--- src/rtl/multi_cycle_ctrl.sv ---
`default_nettype none
// +----------------------------------------------------------------------------+
// | Module      : multi_cycle_ctrl                                             |
// | Description : Main control FSM of the multi-cycle MIPS-subset CPU. It      |
// |               sequences fetch/decode/execute/memory/write-back over a      |
// |               shared ALU and a unified memory with a ready handshake, and  |
// |               halts on an illegal instruction or a memory timeout.         |
// | Options     : MC_PERF_CNT_EN adds instr_cnt / cycle_cnt counter outputs.   |
// | Revision    : 1.0  initial release                                         |
// +----------------------------------------------------------------------------+
module multi_cycle_ctrl #(
  parameter int CNT_W       = 32,
  parameter int MEM_TIMEOUT = 16
) (
  input  logic             clk,
  input  logic             rst,
  input  logic [5:0]       opcode,
  input  logic [5:0]       funct,
  input  logic             rs_eq_rt,
  input  logic             mem_ready,
  output logic             mem_req,
  output logic             mem_we,
  output logic             i_or_d,
  output logic             ir_write,
  output logic             pc_write,
  output logic [1:0]       pc_src,
  output logic [1:0]       alu_src_b,
  output logic [1:0]       alu_op,
  output logic             reg_write,
  output logic             reg_dst,
  output logic             mem_to_reg,
  output logic             halted,
`ifdef MC_PERF_CNT_EN
  output logic [CNT_W-1:0] instr_cnt,
  output logic [CNT_W-1:0] cycle_cnt,
`endif
  output logic [1:0]       err_code
);

  localparam logic [5:0] c_OP_RTYPE = 6'b000000;
  localparam logic [5:0] c_OP_ADDIU = 6'b001001;
  localparam logic [5:0] c_OP_ORI   = 6'b001101;
  localparam logic [5:0] c_OP_LW    = 6'b100011;
  localparam logic [5:0] c_OP_SW    = 6'b101011;
  localparam logic [5:0] c_OP_BEQ   = 6'b000100;
  localparam logic [5:0] c_OP_J     = 6'b000010;

  // Width holds 0..MEM_TIMEOUT and stays at least one bit when timeouts are off
  localparam int WAIT_W = $clog2(MEM_TIMEOUT + 2);

  typedef enum logic [3:0] {
    S_IDLE, S_FETCH, S_DECODE, S_EXEC_R, S_EXEC_I, S_MEM_ADDR, S_MEM_RD,
    S_MEM_WR, S_WB_R, S_WB_I, S_WB_MEM, S_BRANCH, S_JUMP, S_HALT
  } state_t;

  state_t              r_state;
  state_t              w_next_state;
  logic [1:0]          r_err_code;
  logic [1:0]          w_next_err;
  logic [WAIT_W-1:0]   r_wait_cnt;
  logic                w_mem_wait;
  logic                w_timeout;
  logic                w_funct_ok;

  assign w_funct_ok = (funct == 6'b100001) || (funct == 6'b100011) ||
                      (funct == 6'b000000) || (funct == 6'b100101);
  assign w_mem_wait = mem_req && !mem_ready;
  // The timeout fires on the wait cycle that brings the count to MEM_TIMEOUT
  assign w_timeout  = (MEM_TIMEOUT != 0) && w_mem_wait &&
                      (r_wait_cnt == WAIT_W'(MEM_TIMEOUT - 1));

  // Next-state and error-code selection
  always_comb begin
    w_next_state = r_state;
    w_next_err   = r_err_code;
    case (r_state)
      S_IDLE: w_next_state = S_FETCH;
      S_FETCH: begin
        if (mem_ready) begin
          w_next_state = S_DECODE;
        end else if (w_timeout) begin
          w_next_state = S_HALT;
          w_next_err   = 2'd3;
        end
      end
      S_DECODE: begin
        case (opcode)
          c_OP_RTYPE: begin
            if (w_funct_ok) begin
              w_next_state = S_EXEC_R;
            end else begin
              w_next_state = S_HALT;
              w_next_err   = 2'd2;
            end
          end
          c_OP_ADDIU, c_OP_ORI: w_next_state = S_EXEC_I;
          c_OP_LW, c_OP_SW:     w_next_state = S_MEM_ADDR;
          c_OP_BEQ:             w_next_state = S_BRANCH;
          c_OP_J:               w_next_state = S_JUMP;
          default: begin
            w_next_state = S_HALT;
            w_next_err   = 2'd1;
          end
        endcase
      end
      S_EXEC_R:   w_next_state = S_WB_R;
      S_EXEC_I:   w_next_state = S_WB_I;
      S_MEM_ADDR: w_next_state = (opcode == c_OP_SW) ? S_MEM_WR : S_MEM_RD;
      S_MEM_RD, S_MEM_WR: begin
        if (mem_ready) begin
          w_next_state = (r_state == S_MEM_RD) ? S_WB_MEM : S_FETCH;
        end else if (w_timeout) begin
          w_next_state = S_HALT;
          w_next_err   = 2'd3;
        end
      end
      S_WB_R, S_WB_I, S_WB_MEM, S_BRANCH, S_JUMP: w_next_state = S_FETCH;
      S_HALT:  w_next_state = S_HALT;
      default: w_next_state = S_IDLE;
    endcase
  end

  // State, error code and memory wait counter registers
  always_ff @(posedge clk or posedge rst) begin
    if (rst) begin
      r_state    <= S_IDLE;
      r_err_code <= 2'd0;
      r_wait_cnt <= '0;
    end else begin
      r_state    <= w_next_state;
      r_err_code <= w_next_err;
      if (w_mem_wait && (w_next_state == r_state)) begin
        r_wait_cnt <= r_wait_cnt + 1'b1;
      end else begin
        r_wait_cnt <= '0;
      end
    end
  end

  // Moore decode of the datapath controls; only FETCH's IR/PC loads look at mem_ready
  always_comb begin
    mem_req    = 1'b0;
    mem_we     = 1'b0;
    i_or_d     = 1'b0;
    ir_write   = 1'b0;
    pc_write   = 1'b0;
    pc_src     = 2'd0;
    alu_src_b  = 2'd0;
    alu_op     = 2'b00;
    reg_write  = 1'b0;
    reg_dst    = 1'b0;
    mem_to_reg = 1'b0;
    halted     = 1'b0;
    case (r_state)
      S_FETCH: begin
        mem_req   = 1'b1;
        alu_src_b = 2'd1;
        alu_op    = 2'b01;
        ir_write  = mem_ready;
        pc_write  = mem_ready;
      end
      S_DECODE, S_MEM_ADDR: begin
        alu_src_b = 2'd2;
        alu_op    = 2'b01;
      end
      S_EXEC_R, S_WB_R: begin
        alu_op    = 2'b10;
        reg_write = (r_state == S_WB_R);
        reg_dst   = (r_state == S_WB_R);
      end
      S_EXEC_I, S_WB_I: begin
        alu_op    = (opcode == c_OP_ORI) ? 2'b11 : 2'b01;
        alu_src_b = (opcode == c_OP_ORI) ? 2'd3 : 2'd2;
        reg_write = (r_state == S_WB_I);
      end
      S_MEM_RD, S_MEM_WR: begin
        mem_req = 1'b1;
        i_or_d  = 1'b1;
        mem_we  = (r_state == S_MEM_WR);
      end
      S_WB_MEM: begin
        reg_write  = 1'b1;
        mem_to_reg = 1'b1;
      end
      S_BRANCH: begin
        pc_src   = 2'd1;
        pc_write = rs_eq_rt;
      end
      S_JUMP: begin
        pc_src   = 2'd2;
        pc_write = 1'b1;
      end
      S_HALT:  halted = 1'b1;
      default: ;
    endcase
  end

  assign err_code = r_err_code;

`ifdef MC_PERF_CNT_EN
  // Retire count on every FETCH entry that ends an instruction; cycles run outside IDLE/HALT
  always_ff @(posedge clk or posedge rst) begin
    if (rst) begin
      instr_cnt <= '0;
      cycle_cnt <= '0;
    end else begin
      if ((w_next_state == S_FETCH) && (r_state != S_FETCH) && (r_state != S_IDLE)) begin
        instr_cnt <= instr_cnt + 1'b1;
      end
      if ((r_state != S_IDLE) && (r_state != S_HALT)) begin
        cycle_cnt <= cycle_cnt + 1'b1;
      end
    end
  end
`endif

endmodule
`default_nettype wire

--- config.mk ---
export PLATFORM = sky130hd
export DESIGN_NAME = multi_cycle_ctrl
export DESIGN_NICKNAME = d
export VERILOG_FILES = /design/src/rtl/multi_cycle_ctrl.sv
export SDC_FILE = /design/constraint.sdc
export NUM_CORES = 1
export LEC_CHECK = 0
export CAP_MARGIN = 20
export CORE_MARGIN = 2
export CORE_UTILIZATION = 40
export CTS_CLUSTER_SIZE = 12
export DETAILED_ROUTE_END_ITERATION = 6
export GPL_TIMING_DRIVEN = 0
export HOLD_SLACK_MARGIN = 0.08
export PLACE_DENSITY = 0.71
export SYNTH_ARGS = -nofsm -noshare
export SYNTH_HDL_FRONTEND = slang
export SYNTH_SLANG_ARGS = --single-unit
--- constraint.sdc ---
create_clock -name clk -period 2.2 [get_ports clk]
set_clock_uncertainty 0.1 [all_clocks]
set_input_delay 0.66 -clock clk [delete_from_list [all_inputs] [get_ports clk]]
set_output_delay 0.66 -clock clk [all_outputs]
set_load 0.05 [all_outputs]
Word-level counts from Yosys, hierarchy flattened
Cells that the tools add are included.
{"block": "word_totals", "register_bits": 11, "elab_cells": 82, "out_inout_bits": 17, "input_bits": 16}
{"block": "op_classes", "mux": 28, "eq_ne": 28, "reduce_logical": 22, "n_addsub": 1}
{"cell": "$pmux W4 S8", "count": 1}
{"cell": "$eq A6 B6 Y1 const B", "count": 5}
{"cell": "$eq A4 B4 Y1 const B", "count": 6}
{"cell": "$mux W4", "count": 5}
{"cell": "$pmux W4 S5", "count": 1}
{"cell": "$eq A4 B3 Y1 const B", "count": 4}
{"cell": "$eq A6 B4 Y1 const B", "count": 2}
{"cell": "$logic_not A6 Y1", "count": 2}
{"cell": "$pmux W2 S2", "count": 3}
{"cell": "$pmux W2 S3", "count": 2}
{"cell": "$reduce_or A2 Y1", "count": 6}
{"cell": "$reduce_or A6 Y1", "count": 2}
{"cell": "$mux W1", "count": 9}
{"cell": "$eq A4 B2 Y1 const B", "count": 2}
{"cell": "$mux W2", "count": 4}
{"cell": "$eq A6 B2 Y1 const B", "count": 1}
{"cell": "$eq A6 B3 Y1 const B", "count": 1}
{"cell": "$pmux W1 S3", "count": 2}
{"cell": "$reduce_or A3 Y1", "count": 2}
{"cell": "$add A5 B1 Y5 const B", "count": 1}
{"cell": "$eq A5 B4 Y1 const B", "count": 1}
{"cell": "$mux W5", "count": 1}
{"cell": "$reduce_and A5 Y1", "count": 1}
{"cell": "$eq A4 B1 Y1 const B", "count": 1}
{"cell": "other kinds (9)", "count": 14}

Depth between registers and ports, before layout
Gate-level depths: netlist of the first run.
{"block": "depth", "word_depth": 11, "mapped_depth": 8, "depth_no_buf": 8}

Worst setup path before layout of the first run
No wires, ideal clock.
{"block": "synth_timing", "kind": "register to output", "from": "reg r_state[3]", "to": "out pc_write", "path_buffers": 1, "required_time_ns": 1.440, "slack_ns": -0.919, "stages_incl_launch_ff": 5, "t_arrival_ns": 2.359, "path_cell_list": "dfrtp_1 clkbuf_1 nand2_1 nor3_1 a211o_1"}
{"block": "synth_between", "elab_chain_cells": 2, "word_cells_on_any_way": 4, "classes_between": "eq/ne (3); mux (1)"}
{"item": "from (decl)", "line": "56", "text": "state_t r_state;"}
{"item": "from (signal assigned)", "line": "130", "text": "r_state <= w_next_state;"}
{"item": "$eq A4 B4 Y1 / $eq A4 B1 Y1 (equally long branches)", "line": "154", "text": "case (r_state)"}
{"item": "$pmux W1 S3 *", "line": "154"}
{"item": "to (decl)", "line": "25", "text": "output logic pc_write,"}
Every way passes the cells marked *; elsewhere a longest branch is shown, timed or not.

Worst setup path after layout of the first run
{"block": "layout_timing", "from": "in opcode[4]", "to": "out alu_op[1]"}
{"block": "layout_between", "elab_chain_cells": 3}
{"item": "from (decl)", "line": "17", "text": "input logic [5:0] opcode,"}
{"item": "$eq A6 B4 Y1", "line": "172", "text": "alu_op = (opcode == c_OP_ORI) ? 2'b11 : 2'b01;"}
{"item": "$mux W2", "line": "172"}
{"item": "$pmux W2 S3", "line": "154"}
{"item": "to (decl)", "line": "28", "text": "output logic [1:0] alu_op,"}
Every way passes these cells.

==> out/qor.yml, run 1 <==
vdd_drop_max_uv: 941
multi_input_area_um2: 795
maxCapViolCount: 0
die_area_um2: 2850
synthTopCellsByArea: "dfrtp_1 (28%), nor2_1 (5.4%), a21oi_1 (4.1%), nand2_1 (3.9%), nor3_1 (3.6%)"
worstMarginPinSlew_ns: 0.548
core_um2: 2250
end_kind: "output port"
cts_root_buffer: "clkbuf_4"
ff2ff_path_depth: 8
min_path_type: "reg -> reg"
nets: 193
synth_seq_cells: 11
syn_to_final_growth_pct: 73.4
grt_pass1_wl_mm: 4.89
antenna_left: 0
hpwlAfterDp_mm: 2.03
powerDensity_nw_per_um2: 1430
timing.final.crit_share_pct: 112
cp.required_ns: 1.44
async_reset_ff_share_pct: 100
cp-start-kind: "input pin"
grt_pass1_vias: 1099
via_per_inst: 5.62
postSynthCellCount: 123
total_power_mw: 2.42
synth_nets: 141
clock_latency_ns: 0.27
cellLeakagePower_nw: 0.723
grt_usage_pct: 23.7
fin_crit_ns: 2.46
cp_max_fo: 4
drive_gt1_share_pct: 51.7
nFillCells: 175
yosys_warnings: 0
routabilityCongestion: 0.831
rsz0062_at_grt: "true"
die_y_um: 53.4
r2r-start: "r_wait_cnt[1]"
route.vias.total: 1136
design_area_um2: 1690
holdBufCountCts: 0
seq_area_frac_synth_pct: 28.2
wl_per_cell_um: 16.0
slew_violations: 0
synth_cell_types: 43
routed_wl_mm: 3.23
diodes: 0
yosysTopAreaCell: "dfrtp_1"
grt_overflow_total: 0
initial_utilization_pct: 43.2
firstDrtPassIters: 4
path_clk_slew_ns: 0.07
worstReg2RegEnd: "r_wait_cnt[4]"
grt_max_degree: 12
clockBufferDepth: 2
crit_type: "in -> out"
cts_tree: "built"
cp.arrival_ns: 1.70
synth_top_area_share_pct: 28.2
max_freq_ghz: 0.407
antenna_found_initial: 0
placed_area_um2: 1400
cts_buffers: 3
setup_viol: 11
io_buffer_count: 31
h-tree-depth: 1
maxSlewHeadroom_pct: 63.0
row_count: 17
startpoint: "opcode[4]"
avgSynthCellArea_um2: 7.92
synth-edff-count: 0
ys.flop_type: "dfrtp_1"
drc_errors: 0
io_pins: 33
setup_ws_ns: -0.256
cp-endpoint: "alu_op[1]"
r2r_slack_ns: -0.04
yosys.cell_count.top_type: "nor2_1"
status: "complete, but fails checks"
drtIter0Drc: 29
ys_top_cells_by_count: "nor2_1 (14), dfrtp_1 (11), nand2_1 (10)"
dieWidth_um: 53.4
clock-sinks: 11
syn-cell-area_um2: 975
hold_viol_final: 0
seq_area_um2: 278
violations: "setup timing"
-- layer usage --
metal | track usage [%] | share of wire [%]
met1 | 27.6 | 40
met5 | 0 | 0
met4 | 8.12 | 2.7
met2 | 42.6 | 52
met3 | 4.80 | 5.2
-- where the power goes --
group          switching (mW)  total [mW]  internal (mW)
Sequential             0.0559       0.319          0.263
Clock                  0.0710       0.141         0.0701
Combinational            1.15        1.96          0.809
-- worst min-delay path by stage --
stage                        from       endpoint  cells past startpoint
floorplan           r_wait_cnt[0]  r_wait_cnt[0]                      1
global placement    r_wait_cnt[0]  r_wait_cnt[0]                      1
detailed placement  r_wait_cnt[0]  r_wait_cnt[0]                      1
CTS                 r_wait_cnt[0]  r_wait_cnt[0]                      2
global route          err_code[1]    err_code[1]                      2
finish                err_code[1]    err_code[1]                      2
-- placed cells by master, fill, tap and decap left out, types with 4 or more instances in the layout --
cell type and instances:
clkdlybuf4s50_1 8, dfrtp_1 9, nand3_1 5, nand2_1 8, buf_8 5, clkbuf_4 6, inv_1 7, nor2_1 8
buf_4 19, buf_2 6, nor2_4 5, nor2_2 6, a21oi_1 4, buf_6 10
-- per-stage QoR --
step | setup WS, ns | hold slack [ns] | TNS (ns) | utilization [%] | cells
floorplan | -0.196 | 0.341 | -0.528 | - | 123
global placement | -1.35 | 0.353 | -12.93 | 62.1 | 182
detailed placement | -1.38 | 0.361 | -13.50 | 62.1 | 182
CTS | -0.253 | 0.435 | -1.07 | 69.1 | 197
global route | -0.290 | 0.476 | -1.37 | 75.0 | 202
finish | -0.256 | 0.438 | -0.848 | 75.0 | 202
-- timing repair --
item                                    4_1_cts  5_1_grt
endpoints found under the setup margin       21       22
pin swaps                                    11       16
setup buffers                                11        7
resized for setup                           133       42
-- cell type report --
type / count / area share (%)
Multi-Input combinational cell: 96 / 47.0
Buffer: 6 / 3.11
Sequential cell: 11 / 16.4
Clock buffer: 4 / 1.55
Timing Repair Buffer: 49 / 27.2
Tap cell: 28 / 2.07
Inverter: 8 / 2.59
-- sequential cells by signal, summed over array words and instances (netlist names) --
signal	count
err_code	2
r_state	4
r_wait_cnt	5
-- critical path: stages --
cell      delay, ns
buf_8          0.10
nor3_4         0.18
nand4_1        0.12
buf_6          0.16
a211oi_2       0.19
or3_4          0.16
buf_8          0.13
-- logic make-up (layout without fill, tap and decap cells) --
| kind of cell | count (synthesis) | after routing | share of synthesized area (%) |
|---|---|---|---|
| AND/OR/NAND/NOR | 61 | 61 | 34.8 |
| AO/OA/AOI/OAI | 29 | 29 | 21.2 |
| buffers and inverters | 16 | 67 | 9.37 |
| flip-flops | 11 | 11 | 28.2 |
| adder cells (fa/ha/maj) | 2 | 2 | 2.57 |
| XOR/XNOR | 2 | 2 | 1.80 |
| multiplexers | 2 | 2 | 2.05 |
(Power assumes the default switching activity.)
==> inputs of run 2 (changes only) <==
- ABC_CLOCK_PERIOD_IN_PS: not set -> 2900
- CORE_UTILIZATION: 40 -> 48
- PLACE_DENSITY: 0.71 -> 0.8
- clock period: 2.2 -> 2.9 ns (I/O delays scaled with it)
==> run 2 against run 1 <==
  * Via count shrank 2.3%
  * Clock-buffer cell count shrank 1
  * Sequential share of layout area grew 2.4 points
  * Core utilization grew 0.35 points
  * Worst hold slack lost 0.058 ns
  * Non-clock buffer count shrank 6
  * Global-route usage grew 0.12 points
  * The run now ends clean
  * Design area shrank 13%
==> out/qor.yml, run 2 (synthesis gave the netlist of run 1 again) <==
grt_pass1_vias: 1024
antenna_left: 0
cts_buffers: 3
drc_errors: 0
routabilityCongestion: 0.842
diodes: 0
switchingPower_uw: 832
cellLeakagePower_nw: 0.657
clockBufferDepth: 2
end_kind: "output port"
grt_usage_pct: 23.9
cp-start-kind: "input pin"
mostFrequentLayoutCell: "nor2_1"
max_freq_ghz: 0.346
clock-sinks: 11
vdd_drop_max_uv: 638
fin_crit_ns: 2.89
via_per_inst: 5.69
grt_overflow_total: 0
maxSlewHeadroom_pct: 66.8
pwr-share-comb_pct: 76.7
antenna_found_initial: 0
timing.final.crit_share_pct: 99.7
io_buffer_count: 31
worstMarginPinSlew_ns: 0.490
p_int_uw: 662
path_cells: "buf_8 -> nor3_4 -> nand4_1 -> buf_6 -> a211oi_2 -> or3_4 -> buf_8"
clock_latency_ns: 0.28
powerDensity_nw_per_um2: 1020
setup_ws_ns: 0.00836
cts_root_buffer: "clkbuf_4"
path_clk_slew_ns: 0.07
rsz0062_at_grt: "true"
min_path_type: "reg -> reg"
cp.required_ns: 1.93
largest_reg_flops: 5
design_area_um2: 1460
firstDrtPassIters: 4
wl_per_cell_um: 14.3
drtIter0Drc: 16
setup_viol: 0
crit_slowest_cell: "a211oi_2"
cp_max_fo: 4
grt_pass1_wl_mm: 4.45
largest_register: "r_wait_cnt"
cts_tree: "built"
core_um2: 1940
syn_to_final_growth_pct: 50.1
drive_gt1_share_pct: 35.1
pre_cts_slack_ns: -1.18
fin_setup_tns_ns: 0
p_seq_share_pct: 15.8
slew_violations: 0
nets: 187
slowest_delay_ns: 0.21
holdBufCountCts: 0
hpwlAfterDp_mm: 1.92
grt_max_degree: 12
route.vias.total: 1110
pwr-share-clk_pct: 7.5
routed_wl_mm: 2.79
row_count: 16
initial_utilization_pct: 50.2
maxCapViolCount: 0
io_pins: 33
dpl.cell_count: 181
status: "finished, final reports clean"
die_y_um: 49.1
die_area_um2: 2410
instances_no_fill: 195
fin_util_pct: 75.3
hold_viol_final: 0
crit_path_frequent_cell: "buf_8"
cp.arrival_ns: 1.92
placed_area_um2: 1340
swShare_pct: 55.7
dieWidth_um: 49.1
h-tree-depth: 1
crit_type: "in -> out"
final_cell_mix: "nor2_1 (12), dfrtp_1 (11), nand2_1 (10), clkdlybuf4s50_1 (10), buf_4 (9)"
## run 2: cell count changes in the layout (fill, tap and decap cells not counted), sizes merged
cell	before	now
clkdlybuf4s15	1	6
clkdlybuf4s50	8	10
dlygate4sd2	0	5
dlymetal6s2s	2	0
buf	40	20
clkinv	0	1
clkbuf	8	11
## run 2: final cells by class
cell class,count,area (um^2)
Multi-Input combinational cell,96,657
Fill cell,149,479
Timing Repair Buffer,41,373
Sequential cell,11,275
Buffer,8,52.6
Inverter,8,43.8
Tap cell,27,33.8
Clock buffer,3,22.5
Clock inverter,1,5.00
## run 2: path summary, 6_finish.rpt
path                                      end  depth (start not counted)  slack, ns          start
worst max-delay path                alu_op[1]                          7      0.008      opcode[1]
worst min-delay path            r_wait_cnt[0]                          1       0.38  r_wait_cnt[0]
worst max register to register  r_wait_cnt[3]                          8       0.56  r_wait_cnt[0]
worst min register to register  r_wait_cnt[0]                          1       0.38  r_wait_cnt[0]
max in group asynchronous          r_state[1]                          2       1.64            rst
min in group asynchronous         err_code[0]                          2       0.77            rst
## run 2: repair_timing
item | in CTS | in global routing
gates resized for setup | 63 | 26
setup buffers | 8 | 2
pin swaps | 6 | 5
endpoints found under the setup margin | 15 | 13
## run 2: power by group through the flow
stage | registers (mW) | clock network, mW | logic (mW)
after floorplan | 0.269 | 0 | 0.805
after global placement | 0.235 | 0 | 1.11
after detailed placement | 0.239 | 0 | 1.13
after CTS | 0.236 | 0.115 | 1.12
after global routing | 0.240 | 0.123 | 1.21
final | 0.237 | 0.112 | 1.15
## run 2: metrics by stage
stage | hold WS (ns) | power, mW
2_1_floorplan | 0.341 | 1.07
3_3_place_gp | 0.354 | 1.35
3_5_place_dp | 0.368 | 1.36
4_1_cts | 0.380 | 1.47
5_1_grt | 0.400 | 1.57
6_report | 0.379 | 1.49
## run 2: critical path, delay by kind of cell
family                 cells  cell delay (ns)
buffers and inverters      3             0.38
AOI/OAI and AO/OA          1             0.21
and+or+nand+nor            3             0.47
## run 2: metal layers
layer	GRT usage, %	vias to the layer above	wire, um
li1	-	532	-
met1	25.8	530	1170
met2	43.7	40	1430
met3	3.07	8	106
met4	14.3	0	76
met5	0	-	0
